<file path="config.mk">
export PLATFORM = sky130hd
export DESIGN_NAME = lcd_master_b2p_adapter_flat
export DESIGN_NICKNAME = d
export VERILOG_FILES = /design/src/rtl/lcd_master_b2p_adapter_if.sv /design/src/rtl/lcd_master_b2p_adapter.sv /design/src/flat_wrapper.sv
export SDC_FILE = /design/constraint.sdc
export NUM_CORES = 1
export LEC_CHECK = 0
export BUFFER_PORTS_ARGS = -buffer_cell sky130_fd_sc_hd__buf_2
export CAP_MARGIN = 20
export CORE_MARGIN = 1
export CORE_UTILIZATION = 35
export CTS_CLUSTER_DIAMETER = 40
export CTS_CLUSTER_SIZE = 8
export DETAILED_ROUTE_END_ITERATION = 8
export HOLD_SLACK_MARGIN = 0.02
export SLEW_MARGIN = 30
export SYNTH_ARGS = -nofsm -noshare
export SYNTH_HDL_FRONTEND = slang
export SYNTH_SLANG_ARGS = --single-unit
</file>
<file path="constraint.sdc">
create_clock -name clk -period 2.2 [get_ports clk]
set_input_delay 0.44 -clock clk [delete_from_list [all_inputs] [get_ports clk]]
set_output_delay 0.44 -clock clk [all_outputs]
set_load 0.01 [all_outputs]
</file>
<file path="src/rtl/lcd_master_b2p_adapter_if.sv">
`default_nettype none
// ============================================================================
// Module      : lcd_master_b2p_adapter_if
// Description : Stream bundle for the LCD master b2p channel adapter.
//               Carries the channelised input stream and the plain output stream.
// Revision    : 1.0 - initial release
// ============================================================================
interface lcd_master_b2p_adapter_if #(
    parameter int DATA_W    = 8,
    parameter int CHANNEL_W = 8
);
    logic                 in_ready;
    logic                 in_valid;
    logic [DATA_W-1:0]    in_data;
    logic [CHANNEL_W-1:0] in_channel;
    logic                 in_startofpacket;
    logic                 in_endofpacket;

    logic                 out_ready;
    logic                 out_valid;
    logic [DATA_W-1:0]    out_data;
    logic                 out_startofpacket;
    logic                 out_endofpacket;

    // Adapter side.
    modport master (
        output in_ready,
        input  in_valid,
        input  in_data,
        input  in_channel,
        input  in_startofpacket,
        input  in_endofpacket,
        input  out_ready,
        output out_valid,
        output out_data,
        output out_startofpacket,
        output out_endofpacket
    );

    // Environment side: upstream source and downstream sink.
    modport slave (
        input  in_ready,
        output in_valid,
        output in_data,
        output in_channel,
        output in_startofpacket,
        output in_endofpacket,
        output out_ready,
        input  out_valid,
        input  out_data,
        input  out_startofpacket,
        input  out_endofpacket
    );
endinterface
`default_nettype wire

</file>
<file path="src/rtl/lcd_master_b2p_adapter.sv">
`default_nettype none
// ============================================================================
// Module      : lcd_master_b2p_adapter
// Description : Filters one channel out of a channelised byte stream into a
//               plain skid-buffered packet stream with drop statistics.
// Revision    : 1.0 - initial release
// ============================================================================
module lcd_master_b2p_adapter #(
    parameter int DATA_W     = 8,
    parameter int CHANNEL_W  = 8,
    parameter int CHANNEL_ID = 0,
    parameter int CNT_W      = 16
) (
    input  wire                         clk,
    input  wire                         reset_n,
    lcd_master_b2p_adapter_if.master    bus,
    output logic [CNT_W-1:0]            pkt_drop_count,
    output logic [CNT_W-1:0]            orphan_count,
    output logic                        framing_err
);

    localparam logic [1:0] S_IDLE = 2'd0;
    localparam logic [1:0] S_PASS = 2'd1;
    localparam logic [1:0] S_DROP = 2'd2;

    localparam logic [CHANNEL_W-1:0] c_channel_id = CHANNEL_W'(CHANNEL_ID);
    localparam logic [CNT_W-1:0]     c_cnt_max    = '1;

    logic [1:0]        r_state;
    logic [1:0]        w_state_next;

    logic              r_in_ready;
    logic              r_out_valid;
    logic [DATA_W-1:0] r_out_data;
    logic              r_out_sop;
    logic              r_out_eop;

    logic              r_skid_valid;
    logic [DATA_W-1:0] r_skid_data;
    logic              r_skid_sop;
    logic              r_skid_eop;

    logic [CNT_W-1:0]  r_drop_cnt;
    logic [CNT_W-1:0]  r_orphan_cnt;
    logic              r_framing_err;

    logic              w_accept;
    logic              w_chan_match;
    logic              w_fwd;
    logic              w_drop_pkt;
    logic              w_orphan;
    logic              w_ferr;
    logic              w_out_free;
    logic              w_skid_valid_next;

    assign w_accept     = bus.in_valid && r_in_ready;
    assign w_chan_match = (bus.in_channel == c_channel_id);
    assign w_out_free   = !r_out_valid || bus.out_ready;

    // ------------------------------------------------------------------
    // Packet framing FSM: state register
    // ------------------------------------------------------------------
    always_ff @(posedge clk) begin
        if (!reset_n) begin
            r_state <= S_IDLE;
        end else begin
            r_state <= w_state_next;
        end
    end

    // Next state: an SOP always restarts framing, whatever state we are in.
    always_comb begin
        w_state_next = r_state;
        if (w_accept) begin
            if (bus.in_startofpacket) begin
                if (bus.in_endofpacket) begin
                    w_state_next = S_IDLE;
                end else if (w_chan_match) begin
                    w_state_next = S_PASS;
                end else begin
                    w_state_next = S_DROP;
                end
            end else begin
                case (r_state)
                    S_PASS:  w_state_next = bus.in_endofpacket ? S_IDLE : S_PASS;
                    S_DROP:  w_state_next = bus.in_endofpacket ? S_IDLE : S_DROP;
                    default: w_state_next = S_IDLE;
                endcase
            end
        end
    end

    // Per-beat decisions
    always_comb begin
        w_fwd      = 1'b0;
        w_drop_pkt = 1'b0;
        w_orphan   = 1'b0;
        w_ferr     = 1'b0;
        if (w_accept) begin
            if (bus.in_startofpacket) begin
                // SOP while inside a packet truncates the old one.
                w_ferr     = (r_state == S_PASS) || (r_state == S_DROP);
                w_fwd      = w_chan_match;
                w_drop_pkt = !w_chan_match;
            end else begin
                case (r_state)
                    S_PASS: w_fwd = 1'b1;
                    S_DROP: w_fwd = 1'b0;
                    default: begin
                        w_orphan = 1'b1;
                        w_ferr   = 1'b1;
                    end
                endcase
            end
        end
    end

    // ------------------------------------------------------------------
    // Output register plus one-entry skid buffer
    // ------------------------------------------------------------------
    // A full skid blocks input, so the skid only fills while the output
    // register is stalled and drains as soon as the output frees up.
    assign w_skid_valid_next = w_out_free ? 1'b0 : (r_skid_valid || w_fwd);

    always_ff @(posedge clk) begin
        if (!reset_n) begin
            r_in_ready   <= 1'b0;
            r_out_valid  <= 1'b0;
            r_out_data   <= '0;
            r_out_sop    <= 1'b0;
            r_out_eop    <= 1'b0;
            r_skid_valid <= 1'b0;
            r_skid_data  <= '0;
            r_skid_sop   <= 1'b0;
            r_skid_eop   <= 1'b0;
        end else begin
            r_skid_valid <= w_skid_valid_next;
            r_in_ready   <= !w_skid_valid_next;
            if (w_out_free) begin
                if (r_skid_valid) begin
                    r_out_valid <= 1'b1;
                    r_out_data  <= r_skid_data;
                    r_out_sop   <= r_skid_sop;
                    r_out_eop   <= r_skid_eop;
                end else if (w_fwd) begin
                    r_out_valid <= 1'b1;
                    r_out_data  <= bus.in_data;
                    r_out_sop   <= bus.in_startofpacket;
                    r_out_eop   <= bus.in_endofpacket;
                end else begin
                    r_out_valid <= 1'b0;
                end
            end else if (w_fwd) begin
                r_skid_data <= bus.in_data;
                r_skid_sop  <= bus.in_startofpacket;
                r_skid_eop  <= bus.in_endofpacket;
            end
        end
    end

    // ------------------------------------------------------------------
    // Statistics and error pulse
    // ------------------------------------------------------------------
    always_ff @(posedge clk) begin
        if (!reset_n) begin
            r_drop_cnt    <= '0;
            r_orphan_cnt  <= '0;
            r_framing_err <= 1'b0;
        end else begin
            r_framing_err <= w_ferr;
            if (w_drop_pkt && (r_drop_cnt != c_cnt_max)) begin
                r_drop_cnt <= r_drop_cnt + 1'b1;
            end
            if (w_orphan && (r_orphan_cnt != c_cnt_max)) begin
                r_orphan_cnt <= r_orphan_cnt + 1'b1;
            end
        end
    end

    assign bus.in_ready          = r_in_ready;
    assign bus.out_valid         = r_out_valid;
    assign bus.out_data          = r_out_data;
    assign bus.out_startofpacket = r_out_sop;
    assign bus.out_endofpacket   = r_out_eop;
    assign pkt_drop_count        = r_drop_cnt;
    assign orphan_count          = r_orphan_cnt;
    assign framing_err           = r_framing_err;

endmodule
`default_nettype wire

</file>
<file path="src/flat_wrapper.sv">
// flat-port wrapper written by rule: the top's interface ports become plain ports
module lcd_master_b2p_adapter_flat 
#(
    parameter int DATA_W     = 8,
    parameter int CHANNEL_W  = 8,
    parameter int CHANNEL_ID = 0,
    parameter int CNT_W      = 16
)
  (clk, reset_n, pkt_drop_count, orphan_count, framing_err, bus_in_ready, bus_in_valid, bus_in_data, bus_in_channel, bus_in_startofpacket, bus_in_endofpacket, bus_out_ready, bus_out_valid, bus_out_data, bus_out_startofpacket, bus_out_endofpacket);
  lcd_master_b2p_adapter_if #(.DATA_W(DATA_W), .CHANNEL_W(CHANNEL_W)) bus_i ();
  input  wire clk;
  input  wire reset_n;
  output logic [CNT_W-1:0] pkt_drop_count;
  output logic [CNT_W-1:0] orphan_count;
  output logic framing_err;
  output wire logic [$bits(bus_i.in_ready)-1:0] bus_in_ready;
  input wire logic [$bits(bus_i.in_valid)-1:0] bus_in_valid;
  input wire logic [$bits(bus_i.in_data)-1:0] bus_in_data;
  input wire logic [$bits(bus_i.in_channel)-1:0] bus_in_channel;
  input wire logic [$bits(bus_i.in_startofpacket)-1:0] bus_in_startofpacket;
  input wire logic [$bits(bus_i.in_endofpacket)-1:0] bus_in_endofpacket;
  input wire logic [$bits(bus_i.out_ready)-1:0] bus_out_ready;
  output wire logic [$bits(bus_i.out_valid)-1:0] bus_out_valid;
  output wire logic [$bits(bus_i.out_data)-1:0] bus_out_data;
  output wire logic [$bits(bus_i.out_startofpacket)-1:0] bus_out_startofpacket;
  output wire logic [$bits(bus_i.out_endofpacket)-1:0] bus_out_endofpacket;
  assign bus_in_ready = bus_i.in_ready;
  assign bus_i.in_valid = bus_in_valid;
  assign bus_i.in_data = bus_in_data;
  assign bus_i.in_channel = bus_in_channel;
  assign bus_i.in_startofpacket = bus_in_startofpacket;
  assign bus_i.in_endofpacket = bus_in_endofpacket;
  assign bus_i.out_ready = bus_out_ready;
  assign bus_out_valid = bus_i.out_valid;
  assign bus_out_data = bus_i.out_data;
  assign bus_out_startofpacket = bus_i.out_startofpacket;
  assign bus_out_endofpacket = bus_i.out_endofpacket;
  lcd_master_b2p_adapter #(.DATA_W(DATA_W), .CHANNEL_W(CHANNEL_W), .CHANNEL_ID(CHANNEL_ID), .CNT_W(CNT_W)) u_core (.clk(clk), .reset_n(reset_n), .bus(bus_i), .pkt_drop_count(pkt_drop_count), .orphan_count(orphan_count), .framing_err(framing_err));
endmodule
</file>
==> impl_metrics.toml, run 1 <==
[status]
status = "finished clean"

[sta]
setup_viol = 0
max-slew-margin-rel = 0.615
slew_violations = 0
max_clock_freq_mhz = 499
rsz0062_at_grt = "no"
period_needed_ns = 2.00
tightest_slew_ns = 0.577
timing.final.crit_share = 0.910
setup_slack_ns = 0.198
setup_tns_ns = 0
finalHoldViolCount = 0
finClkSkew_ns = 0.00449

[worst_setup_path]
rr_worst_depth = 8
r2r_slack_ns = 0.20
worst-endpoint-required_ns = 2.43
setup.worst_path.start_class = "flip-flop"
rr_endpoint = "u_core.orphan_count[8]$_SDFFE_PN0P_"
r2r-start = "u_core.r_state[0]$_SDFFE_PN0P_"
worstSetupPathType = "reg2reg"
crit_arrival_ns = 2.23
crit_path_end = "u_core.orphan_count[8]$_SDFFE_PN0P_"
path_max_fanout = 4
worstSetupEndpointType = "flip-flop"
crit_path_start = "u_core.r_state[0]$_SDFFE_PN0P_"

[place]
post-dp-hpwl_um = 4380
pre_cts_slack_ns = 0.122
port_buffers = 66
place_congestion = 0.796

[synthesis]
synthCells = 298
synth_area_um2 = 2720
synth_area_per_cell_um2 = 9.11
synth_seq_area_share = 0.428
ys_top_cells_by_area = "dfxtp_1, mux2i_1, nor2_1"
synth_seq_cells = 58
ys_types = 41
ys.warnings.count = 0
synth.net_count = 325
synth_area_leader_cell = "dfxtp_1"
post-synth-top-area-fraction = 0.428

[grt]
grt_overflow_total = 0
track_usage = 0.158
grt_pass1_wl_um = 10500
grt_max_degree = 34
grt_pass1_vias = 2227
antenna_found_initial = 0

[finish]
fin_nets = 397
area_growth_syn_to_layout_pct = 26.0
diodes = 0
final_common_cell = "buf_2"
fill_cells = 740
seq_area_um2 = 1160
drive_above_1_share = 0.264
multi_input_area_um2 = 1480
layout_common_cells = "buf_2, dfxtp_1, nor2_1, mux2i_1, nand2_1"

[cts]
cts_buffers = 9
clockBufferDepth = 2
ctsResizeCount = 0
cts.clk_slew.worst_paths_ns = 0.07
clock_latency_ns = 0.33
h-tree-depth = 3
post-cts-setup-buffers = 0
root_buffer = "clkbuf_8"
cts.sinks = 58
cts_tree = "built"
cts_hold_buffers = 0

[routing]
routed_wl_um = 6170
wire_per_inst_um = 13.0
dr_total_vias = 2414
drc = 0
vias_per_cell = 5.09
dr.pass1.iters = 4
drt_iter0_drc = 57
ant_nets = 0

[floorplan]
core_area_um2 = 7370
die_width_um = 90.1
die_area_um2 = 8110
rows = 31
ios = 67
fp.dieH_um = 90.1
start_util = 0.368

[hold_path]
min_path_type = "in2reg"

[flow_run]
drv_cap = 0

[pwr]
powerDensity_nw_per_um2 = 697
peakVddDrop_uv = 374
p_leak_nw = 1.37
-- critical path, stage by stage, from the launching register on --
cell     delay [ns]
dfxtp_1        0.35
inv_1          0.05
ha_1           0.30
ha_1           0.17
nand4_1        0.20
nor3_1         0.41
o21ai_0        0.19
xor2_1         0.17
nor2_1         0.05
-- through the flow --
step	cell area (um^2)	power [W]	utilization	cells	hold slack [ns]
after floorplan	2720	0.00113	-	298	0.453
after global placement	3160	0.00118	0.429	458	0.467
after detailed placement	3160	0.00118	0.429	458	0.469
after CTS	3410	0.00242	0.463	474	0.345
after global routing	3420	0.00249	0.464	474	0.360
final	3420	0.00238	0.464	474	0.361
-- area by class of cell --
type / count / area share
Inverter: 6 / 0.00658
Clock buffer: 11 / 0.0443
Timing Repair Buffer: 73 / 0.112
Tap cell: 99 / 0.0362
Multi-Input combinational cell: 222 / 0.432
Clock inverter: 5 / 0.0293
Sequential cell: 58 / 0.339
-- how the worst min path moves through the flow --
stage	startpoint	end	cells after the start
5_1_grt	bus_in_data[3]	u_core.r_skid_data[3]$_SDFFE_PN0P_	3
3_5_place_dp	u_core.r_state[1]$_SDFFE_PN0P_	u_core.r_state[1]$_SDFFE_PN0P_	2
3_3_place_gp	u_core.r_state[1]$_SDFFE_PN0P_	u_core.r_state[1]$_SDFFE_PN0P_	2
6_report	bus_in_data[5]	u_core.r_skid_data[5]$_SDFFE_PN0P_	3
2_1_floorplan	u_core.r_state[1]$_SDFFE_PN0P_	u_core.r_state[1]$_SDFFE_PN0P_	2
4_1_cts	bus_in_data[5]	u_core.r_skid_data[5]$_SDFFE_PN0P_	3
-- layer usage --
layer  wire (um)  GRT usage
met1        2880      0.194
met2        2840      0.256
met3         381     0.0609
met4          62     0.0484
met5           0          0
-- power breakdown --
part | internal (W) | total (W) | switching (W) | leakage, nW
Clock | 0.000810 | 0.00123 | 0.000422 | 0.129
Combinational | 0.0000346 | 0.0000910 | 0.0000565 | 0.774
Sequential | 0.00105 | 0.00106 | 0.00000647 | 0.468
-- sequential cells by signal (all words and copies together) (netlist names) --
| signal | cells |
|---|---|
| u_core.bus.out_startofpacket | 1 |
| u_core.r_skid_sop | 1 |
| u_core.r_skid_data | 8 |
| u_core.bus.in_ready | 1 |
| u_core.r_skid_eop | 1 |
| u_core.r_state | 2 |
| u_core.bus.out_data | 8 |
| u_core.bus.out_endofpacket | 1 |
| u_core.framing_err | 1 |
| u_core.bus.out_valid | 1 |
| u_core.orphan_count | 16 |
| u_core.r_skid_valid | 1 |
| u_core.pkt_drop_count | 16 |
-- cells by family after synthesis --
| family | synth area share |
|---|---|
| mux | 0.0774 |
| fa+ha+maj | 0.0230 |
| buf+inv | 0.0309 |
| compound gates | 0.124 |
| xor+xnor | 0.0645 |
| simple gates | 0.253 |
| flops | 0.428 |
-- cell usage after synthesis (all sizes together) --
library cell,number
and2b,1
a211oi,11
xor2,14
and3,3
xnor2,6
nor3b,1
nor3,10
or3,6
o211a,1
nand4,11
buf,4
nand3,13
nand4b,2
nand2,18
clkbuf,8
mux2i,21
or2,1
a31oi,3
o31a,1
nor4,5
a21oi,9
and2,4
dfxtp,58
or4,1
inv,6
o21a,8
a21boi,2
o211ai,4
nor2,45
nand2b,2
o21ai,10
ha,5
and4,4
No activity file was read; power rests on OpenSTA's default activity.
==> run 2: changes to the inputs <==
- GPL_TIMING_DRIVEN: default -> 0
==> run 2 against run 1 <==
  * Register-to-register slack improved by 0.06 ns
  * Count of clock-buffer cells in the layout did not move
  * Worst hold slack got worse by 0.0033 ns
  * Largest cell class unchanged
  * Sequential power barely moved
  * Wire length rose by 1.6%
  * Total power fell by 11%
  * Setup slack improved by 0.059 ns
  * Sequential share of layout area rose by 0.47 points
  * Flip-flop and latch count did not move
  * Critical path depth did not move
  * Via count fell by 0.79%
  * Combinational power rose by 2%
==> impl_metrics.toml, run 2 (synthesis gave the netlist of run 1 again) <==
[worst_setup_path]
cp_slowest_cell = "dfxtp_1"
critPathBufInv = 1
worst-endpoint-required_ns = 2.40
worstSetupEndpointType = "flip-flop"
rr_worst_depth = 8
r2r_slack_ns = 0.26
crit_arrival_ns = 2.15
crit_path_max_incr_delay_ns = 0.36
r2r-start = "u_core.r_state[0]$_SDFFE_PN0P_"
path_max_fanout = 4
worstSetupPathType = "reg2reg"
rr_endpoint = "u_core.orphan_count[8]$_SDFFE_PN0P_"
worstPathCellList = "inv_1 -> ha_1 -> ha_1 -> nand4_1 -> nor3_2 -> o21ai_0 -> xor2_1 -> nor2_1"
crit_cells = 8
setup.worst_path.start_class = "flip-flop"
cpLargestDelayFamily = "simple AND/OR/NAND/NOR gates"
crit_top_cell = "ha_1"

[hold_path]
hold_start = "bus_in_data[5]"
min_path_type = "in2reg"
whs_path_depth = 3
hold_end = "u_core.r_skid_data[5]$_SDFFE_PN0P_"

[routing]
routed.top_layer = "met4"
drt-met1-wl_um = 2900
drt_iter0_drc = 86
vias_per_cell = 5.02
dr_wl_met3_um = 390
wl_met2_um = 2880
ant_nets = 0
drc = 0
dr_total_vias = 2395
wire_per_inst_um = 13.1
routed_wl_um = 6270
dr.pass1.iters = 4

[floorplan]
start_util = 0.368
fp.dieH_um = 90.1
rows = 31
die_width_um = 90.1
ios = 67
die_area_um2 = 8110
core_area_um2 = 7370

[pwr]
combPwrFrac = 0.044
switchingPower_w = 0.000455
p_leak_nw = 1.34
power.internal_w = 0.00166
p_sw_frac = 0.215
power_w = 0.00211
peakVddDrop_uv = 459
p_clk_frac = 0.454
seq_power_share = 0.503
powerDensity_nw_per_um2 = 626

[finish]
area_growth_syn_to_layout_pct = 24.3
diodes = 0
fin_nets = 402
utilization = 0.458
final_common_cell = "buf_2"
drive_above_1_share = 0.251
fin_area_um2 = 3370
layout_common_cells = "buf_2, dfxtp_1, nor2_1, mux2i_1, nand2_1"

[place]
place_congestion = 0.804
post-dp-hpwl_um = 4540
placed_cell_area_um2 = 3170
port_buffers = 66

[sta]
timing.final.crit_share = 0.883
finClkSkew_ns = 0.00786
rsz0062_at_grt = "no"
setup_viol = 0
max-slew-margin-rel = 0.555
slew_violations = 0
max_clock_freq_mhz = 515
finalHoldViolCount = 0
period_needed_ns = 1.94
setup_tns_ns = 0
tightest_slew_ns = 0.668

[grt]
track_usage = 0.159
grt_overflow_total = 0
antenna_found_initial = 0
grt_pass1_wl_um = 10300
grt_max_degree = 11
grt_pass1_vias = 2147

[cts]
h-tree-depth = 3
post-cts-setup-buffers = 0
cts.sinks = 58
cts_tree = "built"
cts.clk_slew.worst_paths_ns = 0.06
clockBufferDepth = 2
cts_buffers = 9
root_buffer = "clkbuf_8"
clock_latency_ns = 0.33

[status]
status = "finished clean"

[flow_run]
drv_cap = 0
run 2: cell count changes in the layout (fill, tap and decap cells not counted):
cell,before,now
nor3_1,9,8
buf_2,66,67
clkbuf_1,0,8
nor3_2,1,2
buf_6,0,1
buf_4,7,2
bufinv_16,3,1
run 2: layer usage:
metal,global-route usage,vias up
li1,-,1218
met1,0.199,1113
met4,0.0605,0
met2,0.248,56
met3,0.0575,8
met5,0,-
run 2: worst max path at each step:
| stage | start | endpoint | slack (ns) |
|---|---|---|---|
| 3_3_place_gp | bus_in_startofpacket | u_core.orphan_count[13]$_SDFFE_PN0P_ | 0.12 |
| 4_1_cts | u_core.r_state[0]$_SDFFE_PN0P_ | u_core.orphan_count[15]$_SDFFE_PN0P_ | 0.09 |
| 5_1_grt | u_core.r_state[0]$_SDFFE_PN0P_ | u_core.orphan_count[8]$_SDFFE_PN0P_ | 0.09 |
| 3_5_place_dp | bus_in_startofpacket | u_core.orphan_count[15]$_SDFFE_PN0P_ | 0.14 |
| 2_1_floorplan | u_core.r_state[0]$_SDFFE_PN0P_ | u_core.orphan_count[15]$_SDFFE_PN0P_ | 0.40 |
| 6_report | u_core.r_state[0]$_SDFFE_PN0P_ | u_core.orphan_count[8]$_SDFFE_PN0P_ | 0.26 |
run 2: area by class of cell:
class,count,area [um^2]
fill,759,4000
multi-input combinational,222,1480
sequential,58,1160
timing repair buffer,66,330
clock buffer,11,151
tap,99,124
buffer,12,61.3
clock inverter,3,40.0
inverter,6,22.5
run 2: power groups by stage:
| stage | Clock, W | Combinational [W] | Sequential, W |
|---|---|---|---|
| 4_1_cts | 0.000983 | 0.0000943 | 0.00106 |
| 3_5_place_dp | 0 | 0.0000936 | 0.00109 |
| 5_1_grt | 0.00103 | 0.000104 | 0.00106 |
| 3_3_place_gp | 0 | 0.0000925 | 0.00108 |
| 6_report | 0.000958 | 0.0000928 | 0.00106 |
| 2_1_floorplan | 0 | 0.0000435 | 0.00109 |
run 2: timing repair:
action | in CTS | in global routing
resized for setup | 0 | 2
hold buffers | 0 | 0
setup endpoints to repair | 0 | 7
run 2: per-stage QoR:
step | hold WS, ns | setup WS (ns) | cells
after global placement | 0.469 | 0.124 | 463
after CTS | 0.344 | 0.0869 | 477
after detailed placement | 0.480 | 0.142 | 463
after floorplan | 0.453 | 0.402 | 298
final | 0.358 | 0.257 | 477
after global routing | 0.370 | 0.0935 | 477
run 2: worst register-to-register path, stage by stage (launching register included):
cell and delay, ns:
dfxtp_1 0.36, inv_1 0.06, ha_1 0.30, ha_1 0.18
nand4_1 0.20, nor3_2 0.31, o21ai_0 0.17, xor2_1 0.18
nor2_1 0.06
